File: config.mk
export PLATFORM = sky130hd
export DESIGN_NAME = vga_scanout
export DESIGN_NICKNAME = d
export VERILOG_FILES = /design/src/rtl/vga_pkg.sv /design/src/rtl/pixel_fifo.sv /design/src/rtl/vga_scanout.sv
export SDC_FILE = /design/constraint.sdc
export NUM_CORES = 1
export LEC_CHECK = 0
export ABC_CLOCK_PERIOD_IN_PS = 4400
export CAP_MARGIN = 5
export CORE_MARGIN = 2
export CORE_UTILIZATION = 55
export DETAILED_ROUTE_END_ITERATION = 6
export GPL_TIMING_DRIVEN = 0
export MAX_ROUTING_LAYER = met4
export PLACE_DENSITY = 0.72
export SLEW_MARGIN = 20
export SYNTH_ARGS = -nofsm -noshare
export SYNTH_HDL_FRONTEND = slang
export SYNTH_HIERARCHICAL = 1
export SYNTH_SLANG_ARGS = --single-unit
File: constraint.sdc
create_clock -name CLOCK_50 -period 4.4 [get_ports CLOCK_50]
set_clock_uncertainty 0.05 [all_clocks]
set_input_delay 0.88 -clock CLOCK_50 [delete_from_list [all_inputs] [get_ports CLOCK_50]]
set_output_delay 0.88 -clock CLOCK_50 [all_outputs]
set_load 0.01 [all_outputs]
File: src/rtl/vga_pkg.sv
// rtl/vga_pkg.sv - shared VGA timing constants, pixel type and helpers
package vga_pkg;

  // RGB444 pixel: three 4-bit channels packed {R,G,B}
  localparam int RGB_W = 4;
  localparam int PIX_W = 3 * RGB_W;

  // Both syncs are active-low for the 640x480 mode
  localparam logic SYNC_ACTIVE = 1'b0;

  // Default 640x480 timing, in pixels (horizontal) and lines (vertical)
  localparam int H_VISIBLE_DEF = 640;
  localparam int H_FRONT_DEF   = 16;
  localparam int H_SYNC_DEF    = 96;
  localparam int H_BACK_DEF    = 48;
  localparam int V_VISIBLE_DEF = 480;
  localparam int V_FRONT_DEF   = 11;
  localparam int V_SYNC_DEF    = 2;
  localparam int V_BACK_DEF    = 31;

  typedef struct packed {
    logic [RGB_W-1:0] r;
    logic [RGB_W-1:0] g;
    logic [RGB_W-1:0] b;
  } rgb444_t;

  // Full period of one axis: visible + front porch + sync + back porch
  function automatic int timing_total(input int vis, input int front, input int sync, input int back);
    return vis + front + sync + back;
  endfunction

endpackage

File: src/rtl/pixel_fifo.sv
// rtl/pixel_fifo.sv - synchronous pixel FIFO with flush, power-of-two depth
module pixel_fifo import vga_pkg::*; #(
  parameter int DEPTH = 16,
  parameter int WIDTH = PIX_W
) (
  input  logic             clk,
  input  logic             rst_n,
  input  logic             flush,
  input  logic [WIDTH-1:0] wr_data,
  input  logic             wr_valid,
  output logic             wr_ready,
  input  logic             rd_en,
  output logic [WIDTH-1:0] rd_data,
  output logic             empty
);

  localparam int AW = $clog2(DEPTH);
  localparam logic [AW:0] FULL_COUNT = (AW+1)'(DEPTH);

  logic [WIDTH-1:0] mem [DEPTH];
  logic [AW-1:0]    wr_ptr_q, wr_ptr_d;
  logic [AW-1:0]    rd_ptr_q, rd_ptr_d;
  logic [AW:0]      count_q, count_d;
  logic             push, pop;

  // Ready only reflects fullness, so a pop never lets a push into a full FIFO
  assign wr_ready = (count_q != FULL_COUNT);
  assign empty    = (count_q == '0);
  assign rd_data  = mem[rd_ptr_q];
  assign push     = wr_valid && wr_ready && !flush;
  assign pop      = rd_en && !empty && !flush;

  // Next pointers and occupancy; flush wins over any push or pop
  always_comb begin
    wr_ptr_d = wr_ptr_q;
    rd_ptr_d = rd_ptr_q;
    count_d  = count_q;
    if (flush) begin
      wr_ptr_d = '0;
      rd_ptr_d = '0;
      count_d  = '0;
    end else begin
      if (push) wr_ptr_d = wr_ptr_q + 1'b1;
      if (pop)  rd_ptr_d = rd_ptr_q + 1'b1;
      case ({push, pop})
        2'b10:   count_d = count_q + 1'b1;
        2'b01:   count_d = count_q - 1'b1;
        default: ;
      endcase
    end
  end

  // Storage needs no reset: reads are gated by the occupancy count
  always_ff @(posedge clk) begin
    if (push) mem[wr_ptr_q] <= wr_data;
  end

  // Pointer and occupancy registers
  always_ff @(posedge clk or negedge rst_n) begin
    if (!rst_n) begin
      wr_ptr_q <= '0;
      rd_ptr_q <= '0;
      count_q  <= '0;
    end else begin
      wr_ptr_q <= wr_ptr_d;
      rd_ptr_q <= rd_ptr_d;
      count_q  <= count_d;
    end
  end

endmodule

File: src/rtl/vga_scanout.sv
// rtl/vga_scanout.sv - VGA timing generator and FIFO-fed RGB444 scanout
module vga_scanout import vga_pkg::*; #(
  parameter int H_VISIBLE  = H_VISIBLE_DEF,
  parameter int H_FRONT    = H_FRONT_DEF,
  parameter int H_SYNC     = H_SYNC_DEF,
  parameter int H_BACK     = H_BACK_DEF,
  parameter int V_VISIBLE  = V_VISIBLE_DEF,
  parameter int V_FRONT    = V_FRONT_DEF,
  parameter int V_SYNC     = V_SYNC_DEF,
  parameter int V_BACK     = V_BACK_DEF,
  parameter int FIFO_DEPTH = 16
) (
  input  logic             CLOCK_50,
  input  logic             KEY,
  input  logic [PIX_W-1:0] pix_data,
  input  logic             pix_valid,
  output logic             pix_ready,
  output logic             frame_start,
  output logic             underflow,
  input  logic             underflow_clr,
  output logic [RGB_W-1:0] VGA_R,
  output logic [RGB_W-1:0] VGA_G,
  output logic [RGB_W-1:0] VGA_B,
  output logic             VGA_HS,
  output logic             VGA_VS,
  output logic             VGA_PIXEL_CLOCK
);

  localparam int H_TOTAL = timing_total(H_VISIBLE, H_FRONT, H_SYNC, H_BACK);
  localparam int V_TOTAL = timing_total(V_VISIBLE, V_FRONT, V_SYNC, V_BACK);
  localparam int HW = $clog2(H_TOTAL);
  localparam int VW = $clog2(V_TOTAL);

  localparam logic [HW-1:0] H_LAST    = HW'(H_TOTAL - 1);
  localparam logic [HW-1:0] H_VIS_END = HW'(H_VISIBLE);
  localparam logic [HW-1:0] HS_BEGIN  = HW'(H_VISIBLE + H_FRONT);
  localparam logic [HW-1:0] HS_END    = HW'(H_VISIBLE + H_FRONT + H_SYNC);
  localparam logic [VW-1:0] V_LAST    = VW'(V_TOTAL - 1);
  localparam logic [VW-1:0] V_VIS_END = VW'(V_VISIBLE);
  localparam logic [VW-1:0] VS_BEGIN  = VW'(V_VISIBLE + V_FRONT);
  localparam logic [VW-1:0] VS_END    = VW'(V_VISIBLE + V_FRONT + V_SYNC);
  // Line just before the first vsync line; its last pixel triggers the flush
  localparam logic [VW-1:0] V_FLUSH   = VW'(V_VISIBLE + V_FRONT - 1);

  logic          phase_q, phase_d;
  logic [HW-1:0] h_q, h_d;
  logic [VW-1:0] v_q, v_d;
  logic          pclk_q, pclk_d;
  logic          hs_q, hs_d;
  logic          vs_q, vs_d;
  rgb444_t       rgb_q, rgb_d;
  logic          fs_q, fs_d;
  logic          uf_q, uf_d;

  logic             pix_en, visible, flush;
  logic             fifo_empty;
  logic [PIX_W-1:0] fifo_rd_data;

  assign pix_en  = phase_q;
  assign visible = (h_q < H_VIS_END) && (v_q < V_VIS_END);
  assign flush   = pix_en && (h_q == H_LAST) && (v_q == V_FLUSH);

  pixel_fifo #(
    .DEPTH (FIFO_DEPTH),
    .WIDTH (PIX_W)
  ) u_fifo (
    .clk      (CLOCK_50),
    .rst_n    (KEY),
    .flush    (flush),
    .wr_data  (pix_data),
    .wr_valid (pix_valid),
    .wr_ready (pix_ready),
    .rd_en    (pix_en && visible),
    .rd_data  (fifo_rd_data),
    .empty    (fifo_empty)
  );

  // Next-state: counters step once per pixel; outputs lag the counters by one pixel
  always_comb begin
    phase_d = ~phase_q;
    pclk_d  = ~pix_en;
    h_d     = h_q;
    v_d     = v_q;
    hs_d    = hs_q;
    vs_d    = vs_q;
    rgb_d   = rgb_q;
    fs_d    = flush;
    uf_d    = (uf_q && !underflow_clr) || (pix_en && visible && fifo_empty);
    if (pix_en) begin
      hs_d  = ((h_q >= HS_BEGIN) && (h_q < HS_END)) ? SYNC_ACTIVE : ~SYNC_ACTIVE;
      vs_d  = ((v_q >= VS_BEGIN) && (v_q < VS_END)) ? SYNC_ACTIVE : ~SYNC_ACTIVE;
      rgb_d = (visible && !fifo_empty) ? rgb444_t'(fifo_rd_data) : '0;
      if (h_q == H_LAST) begin
        h_d = '0;
        v_d = (v_q == V_LAST) ? '0 : v_q + 1'b1;
      end else begin
        h_d = h_q + 1'b1;
      end
    end
  end

  // State and registered VGA outputs
  always_ff @(posedge CLOCK_50 or negedge KEY) begin
    if (!KEY) begin
      phase_q <= 1'b0;
      h_q     <= '0;
      v_q     <= '0;
      pclk_q  <= 1'b0;
      hs_q    <= ~SYNC_ACTIVE;
      vs_q    <= ~SYNC_ACTIVE;
      rgb_q   <= '0;
      fs_q    <= 1'b0;
      uf_q    <= 1'b0;
    end else begin
      phase_q <= phase_d;
      h_q     <= h_d;
      v_q     <= v_d;
      pclk_q  <= pclk_d;
      hs_q    <= hs_d;
      vs_q    <= vs_d;
      rgb_q   <= rgb_d;
      fs_q    <= fs_d;
      uf_q    <= uf_d;
    end
  end

  assign VGA_R           = rgb_q.r;
  assign VGA_G           = rgb_q.g;
  assign VGA_B           = rgb_q.b;
  assign VGA_HS          = hs_q;
  assign VGA_VS          = vs_q;
  assign VGA_PIXEL_CLOCK = pclk_q;
  assign frame_start     = fs_q;
  assign underflow       = uf_q;

endmodule

# --- After elaboration in Yosys (flattened, before gate mapping) ---
# Memories as Yosys holds them, arrays and structs flattened.
# Cells that the tools add are included.
classes:
  add_sub_neg: 6
  multipliers: 0
  n_div: 0
  order_cmp: 6
  n_eq_ne: 6
  n_shift: 0
  n_mux: 13
  bitwise: 1
  reduce_logical: 22
op_table:
  columns: ["op", "count"]
  rows:
  - ["$add A10 B1 Y10 const B", 2]
  - ["$eq A10 B10 Y1 const B", 2]
  - ["$lt A10 B10 Y1 const B", 2]
  - ["$lt A10 B9 Y1 const B", 2]
  - ["$mux W10", 2]
  - ["$mux W4", 4]
  - ["$logic_and A1 B1 Y1", 13]
  - ["$mux W12", 1]
  - ["$eq A10 B9 Y1 const B", 1]
  - ["$ge A10 B10 Y1 const B", 1]
  - ["$ge A10 B9 Y1 const B", 1]
  - ["$pmux W5 S2", 1]
  - ["$add A4 B1 Y4 const B", 2]
  - ["$add A5 B1 Y5 const B", 1]
  - ["$logic_not A5 Y1", 1]
  - ["$mux W5", 1]
  - ["$ne A5 B5 Y1 const B", 1]
  - ["$sub A5 B1 Y5 const B", 1]
  - ["$mux W1", 4]
  - ["$reduce_bool A2 Y1", 2]
  - ["$logic_not A1 Y1", 3]
  - ["$reduce_bool A3 Y1", 1]
  - ["$eq A2 B1 Y1 const B", 1]
  - ["$eq A2 B2 Y1 const B", 1]
  - ["3 further kinds", 3]
totals:
  reg_bits: 50
  latch_bits: 0
  ram_bits: 192
  mem_bits_ro: 0
  out_inout_bits: 18
  word_cells: 68
  mem_count: 1
memory_table:
  columns: ["name", "depth", "word_bits", "read_ports", "rd_clocked_by_memory_dff", "wr", "line_no", "source"]
  rows:
  - ["u_fifo.mem", 16, 12, 1, 0, 1, "pixel_fifo.sv:20", "logic [WIDTH-1:0] mem [DEPTH];"]

# --- Logic depth before layout (Yosys ltp) ---
depth:
  depth_word: 8
  depth_mapped: 15
  ltp_nobuf: 13

# --- Modules after synthesis ---
# Netlist, hierarchy kept.
modules_own_cells:
  columns: ["mod", "instances", "cells_per_inst", "area_each_um2"]
  rows:
  - ["pixel_fifo", 1, 474, 8282.9]
  - ["vga_scanout", 1, 159, 1780.5]

# --- Worst setup path before layout ---
# No wires, ideal clock.
synth_timing:
  kind: "register -> register"
  from: "register h_q[7]"
  to: "register u_fifo.count_q[3]"
  setup_time_ns: 0.125
  arrival_time_ns: 3.004
  path_slack_ns: 1.221
  path_stages_with_launch: 15
  path_buffers: 2
  synth_period_minus_slack_ns: 3.179
  cell_sequence: "dfrtp_1 nor4b_4 and4_4 and4b_1 buf_2 clkbuf_1 a21oi_1 nand2_1 inv_1 ha_1 a21o_1 a21oi_1 xor2_1 nor2_1 mux2_2"
synth_between:
  elab_chain_len: 8
synth_rtl:
  columns: ["item", "line_no", "source"]
  rows:
  - ["from (decl)", "vga_scanout.sv:46", "logic [HW-1:0] h_q, h_d;"]
  - ["from (signal assigned)", "vga_scanout.sv:106", "h_q <= '0;"]
  - ["from (signal assigned)", "vga_scanout.sv:116", "h_q <= h_d;"]
  - ["$eq A10 B10 Y1 *", "vga_scanout.sv:61", "assign flush = pix_en && (h_q == H_LAST) && (v_q == V_FLUSH);"]
  - ["$logic_and A1 B1 Y1 * (2 in series)", "vga_scanout.sv:61", null]
  - ["net flush", "vga_scanout.sv:55", "logic pix_en, visible, flush;"]
  - ["$logic_not A1 Y1", "pixel_fifo.sv:30, pixel_fifo.sv:31", null]
  - ["$logic_and A1 B1 Y1, on equally long branches", "pixel_fifo.sv:31, pixel_fifo.sv:30", null]
  - ["$eq A2 B1 Y1 / $eq A2 B2 Y1 (equally long branches)", "pixel_fifo.sv:45", "case ({push, pop})"]
  - ["$pmux W5 S2", "pixel_fifo.sv:45", null]
  - ["$mux W5", "pixel_fifo.sv:38", "if (flush) begin"]
  - ["to (signal assigned)", "pixel_fifo.sv:67", "count_q <= count_d;"]
  - ["to (decl)", "pixel_fifo.sv:23", "logic [AW:0] count_q, count_d;"]
# Mark *: on every way through the listed nets, which the timed path passes. The rest lies on a longest branch.
# A chain may end at the register's enable or synchronous reset.

# --- Worst setup path after layout ---
layout_timing:
  from: "register h_q[1]"
  to: "register u_fifo.count_q[4]"
# Same word-level chain as after synthesis.

==> results.json <==
{
  "status": "finished clean",
  "timing.rr.start": "h_q[1]$_DFFE_PN0P_",
  "synth_ff_type": "edfxtp_1",
  "synth_edf_count": 192,
  "grt.total_usage_pct": 23.5,
  "post_cts_buffers": 0,
  "grt_max_degree": 32,
  "ctsResizeCount": 0,
  "hold_buffers": 0,
  "multi_input_area_um2": 2880,
  "layoutNonFillerInstCount": 939,
  "die_w_um": 139,
  "worst_slew_pin_slew_ns": 1.02,
  "endpoint_kind": "flip-flop",
  "yosys.area_share.adder_pct": 1.82,
  "ant_nets": 0,
  "synth-async-reset-ratio_pct": 20.7,
  "power_density_nw_per_um2": 638,
  "max_freq_ghz": 0.266,
  "synth-simple-area-share_pct": 6.44,
  "final-seq-area_um2": 7020,
  "drtPass1Iterations": 4,
  "synth-compound-area-share_pct": 7.34,
  "syn-num-nets": 663,
  "pre_cts_ws_ns": 0.671,
  "cp-startpoint": "h_q[1]$_DFFE_PN0P_",
  "fp.dieH_um": 139,
  "drtIter0Drc": 492,
  "numClockSinks": 242,
  "grt-ovfl-total": 0,
  "start_util_pct": 56.0,
  "reg2reg_depth": 15,
  "synthesis.area_um2": 10100,
  "vias": 5840,
  "cellLeakagePower_nw": 4.11,
  "ios": 34,
  "ys_warn_count": 6,
  "syn_area_per_cell_um2": 15.9,
  "synthCells": 633,
  "cts_tree": "yes",
  "ys_types": 60,
  "dieArea_um2": 19400,
  "r2r_slack_ns": 0.64,
  "drcViolationCount": 0,
  "htree_num_levels": 1,
  "nNetsFinal": 724,
  "core_um2": 18000,
  "ir_worst_vdd_v": 0.000380,
  "critical_path.max_fanout": 10,
  "via_per_inst": 6.22,
  "n_fill_cell": 1263,
  "dp_hpwl_mm": 14.2,
  "cts.path.max_buffers": 3,
  "diodes": 0,
  "final_layout_size_suffix_gt1_share_pct": 17.2,
  "fin_setup_tns_ns": 0,
  "r2r-end": "u_fifo/count_q[4]$_DFFE_PN0P_",
  "startpoint_type": "flip-flop",
  "cts_root_buffer": "clkbuf_16",
  "layout_commonest_cell": "edfxtp_1",
  "core.rowCount": 49,
  "drv_cap": 0,
  "setup_viol": 0,
  "min_period_ns": 3.76,
  "synth_top_family_by_area": "multiplexers",
  "report.final.slew_viol_count": 0,
  "clk_pin_slew_ns": 0.06,
  "ys_ff_latch": 242,
  "rsz0062_at_grt": "false",
  "wirelength_mm": 22.0,
  "arrival_ns": 4.15,
  "insertion_delay_ns": 0.52,
  "grt_pass1_vias": 5788,
  "port_buffers": 32,
  "grt_pass1_wl_mm": 33.6,
  "hold_path.class": "input port to asynchronous set/reset pin",
  "antenna_found_initial": 0,
  "synth_xor_area_share_pct": 1.39,
  "setup_ws_ns": 0.638,
  "finalHoldViolCount": 0,
  "required_ns": 4.78,
  "max-slew-margin-rel_pct": 31.9,
  "synth.area.mux_share_pct": 11.3,
  "synth_seq_area_share_pct": 69.8,
  "place.gp.congestion": 0.859,
  "layout_common_cells": "edfxtp_1, dfrtp_1, mux2i_1",
  "fin_crit_sh_pct": 85.5,
  "numPlacedInstances": 895,
  "routedWlPerCell_um": 23.4,
  "area_growth_pct": 15.1,
  "cts_made_buffers": 26,
  "crit_type": "flip-flop to flip-flop"
}
==> cells by family (layout without fill, tap and decap cells) <==
logic type | count (synthesis) | in the layout
buf+inv | 48 | 125
xor+xnor | 16 | 16
fa+ha+maj | 14 | 14
simple gates | 122 | 122
mux | 81 | 81
compound gates | 110 | 110
flops | 242 | 242
==> registers in the layout, indices dropped and copies added (netlist names) <==
register	flops
u_fifo/mem	192
VGA_R	4
v_q	10
u_fifo/wr_ptr_q	4
VGA_G	4
h_q	10
VGA_PIXEL_CLOCK	1
VGA_VS	1
VGA_HS	1
underflow	1
frame_start	1
u_fifo/count_q	5
u_fifo/rd_ptr_q	4
VGA_B	4
==> cell usage after synthesis (4+ instances only) <==
cell type	number	area, µm²
nand3_1	12	60.1
xor2_1	10	87.6
mux2_2	18	203
xnor2_1	6	52.6
inv_1	18	67.6
or3_1	5	31.3
mux2i_1	39	390
buf_2	12	60.1
dfrtp_1	48	1200
o21ai_0	34	170
a22o_1	12	105
ha_1	13	163
nor2_1	38	143
edfxtp_1	192	5770
mux4_2	24	541
a221oi_1	12	105
clkbuf_1	15	56.3
a22oi_1	12	90.1
a21oi_1	21	105
nor3_2	4	40.0
nand2_1	34	128
==> power by group <==
group / switching, W / internal [W]
combinational: 0.00132 / 0.000939
clock: 0.000823 / 0.00135
sequential: 0.000162 / 0.00280
total: 0.00231 / 0.00508
==> worst max-delay path, cell delays in order (launching register included) <==
cell and delay, ns:
dfrtp_1 0.37, ha_1 0.24, and4_1 0.31, and4_4 0.31
and4b_1 0.24, buf_2 0.23, clkbuf_1 0.39, a21oi_1 0.08
nand2_1 0.13, inv_1 0.09, ha_1 0.34, nand2b_1 0.07
a21oi_1 0.30, mux2i_1 0.24, a32oi_1 0.09, a21oi_1 0.20
==> per-layer routing <==
metal / wire, µm / global-route usage [%]
met5: 0 / -
met4: 703 / 8.56
met3: 1360 / 2.86
met2: 11000 / 38.8
met1: 8920 / 30.5
==> cell type report <==
cell class	instances	share of cell area, %
Tap cell	229	2.47
Multi-Input combinational cell	343	24.9
Clock inverter	8	1.19
Timing Repair Buffer	33	2.96
Inverter	18	0.583
Clock buffer	36	6.13
Sequential cell	242	60.6
Buffer	30	1.16
==> through the flow <==
step / instance area [µm²] / utilization (%) / total power, W / hold slack [ns]
2_1_floorplan: 10100 / - / 0.00443 / 0.410
3_3_place_gp: 10700 / 59.4 / 0.00510 / 0.431
3_5_place_dp: 10700 / 59.7 / 0.00523 / 0.429
4_1_cts: 11600 / 64.4 / 0.00741 / 0.400
5_1_grt: 11600 / 64.5 / 0.00771 / 0.430
6_report: 11600 / 64.5 / 0.00739 / 0.381
==> how the worst max path moves through the flow <==
| stage | end |
|---|---|
| finish | u_fifo/count_q[4]$_DFFE_PN0P_ |
| floorplan | u_fifo/count_q[3]$_DFFE_PN0P_ |
| global route | u_fifo/count_q[4]$_DFFE_PN0P_ |
| detailed placement | u_fifo/count_q[4]$_DFFE_PN0P_ |
| CTS | u_fifo/count_q[4]$_DFFE_PN0P_ |
| global placement | u_fifo/mem[3][4]$_DFFE_PP_ |
(Power assumes the default switching activity.)
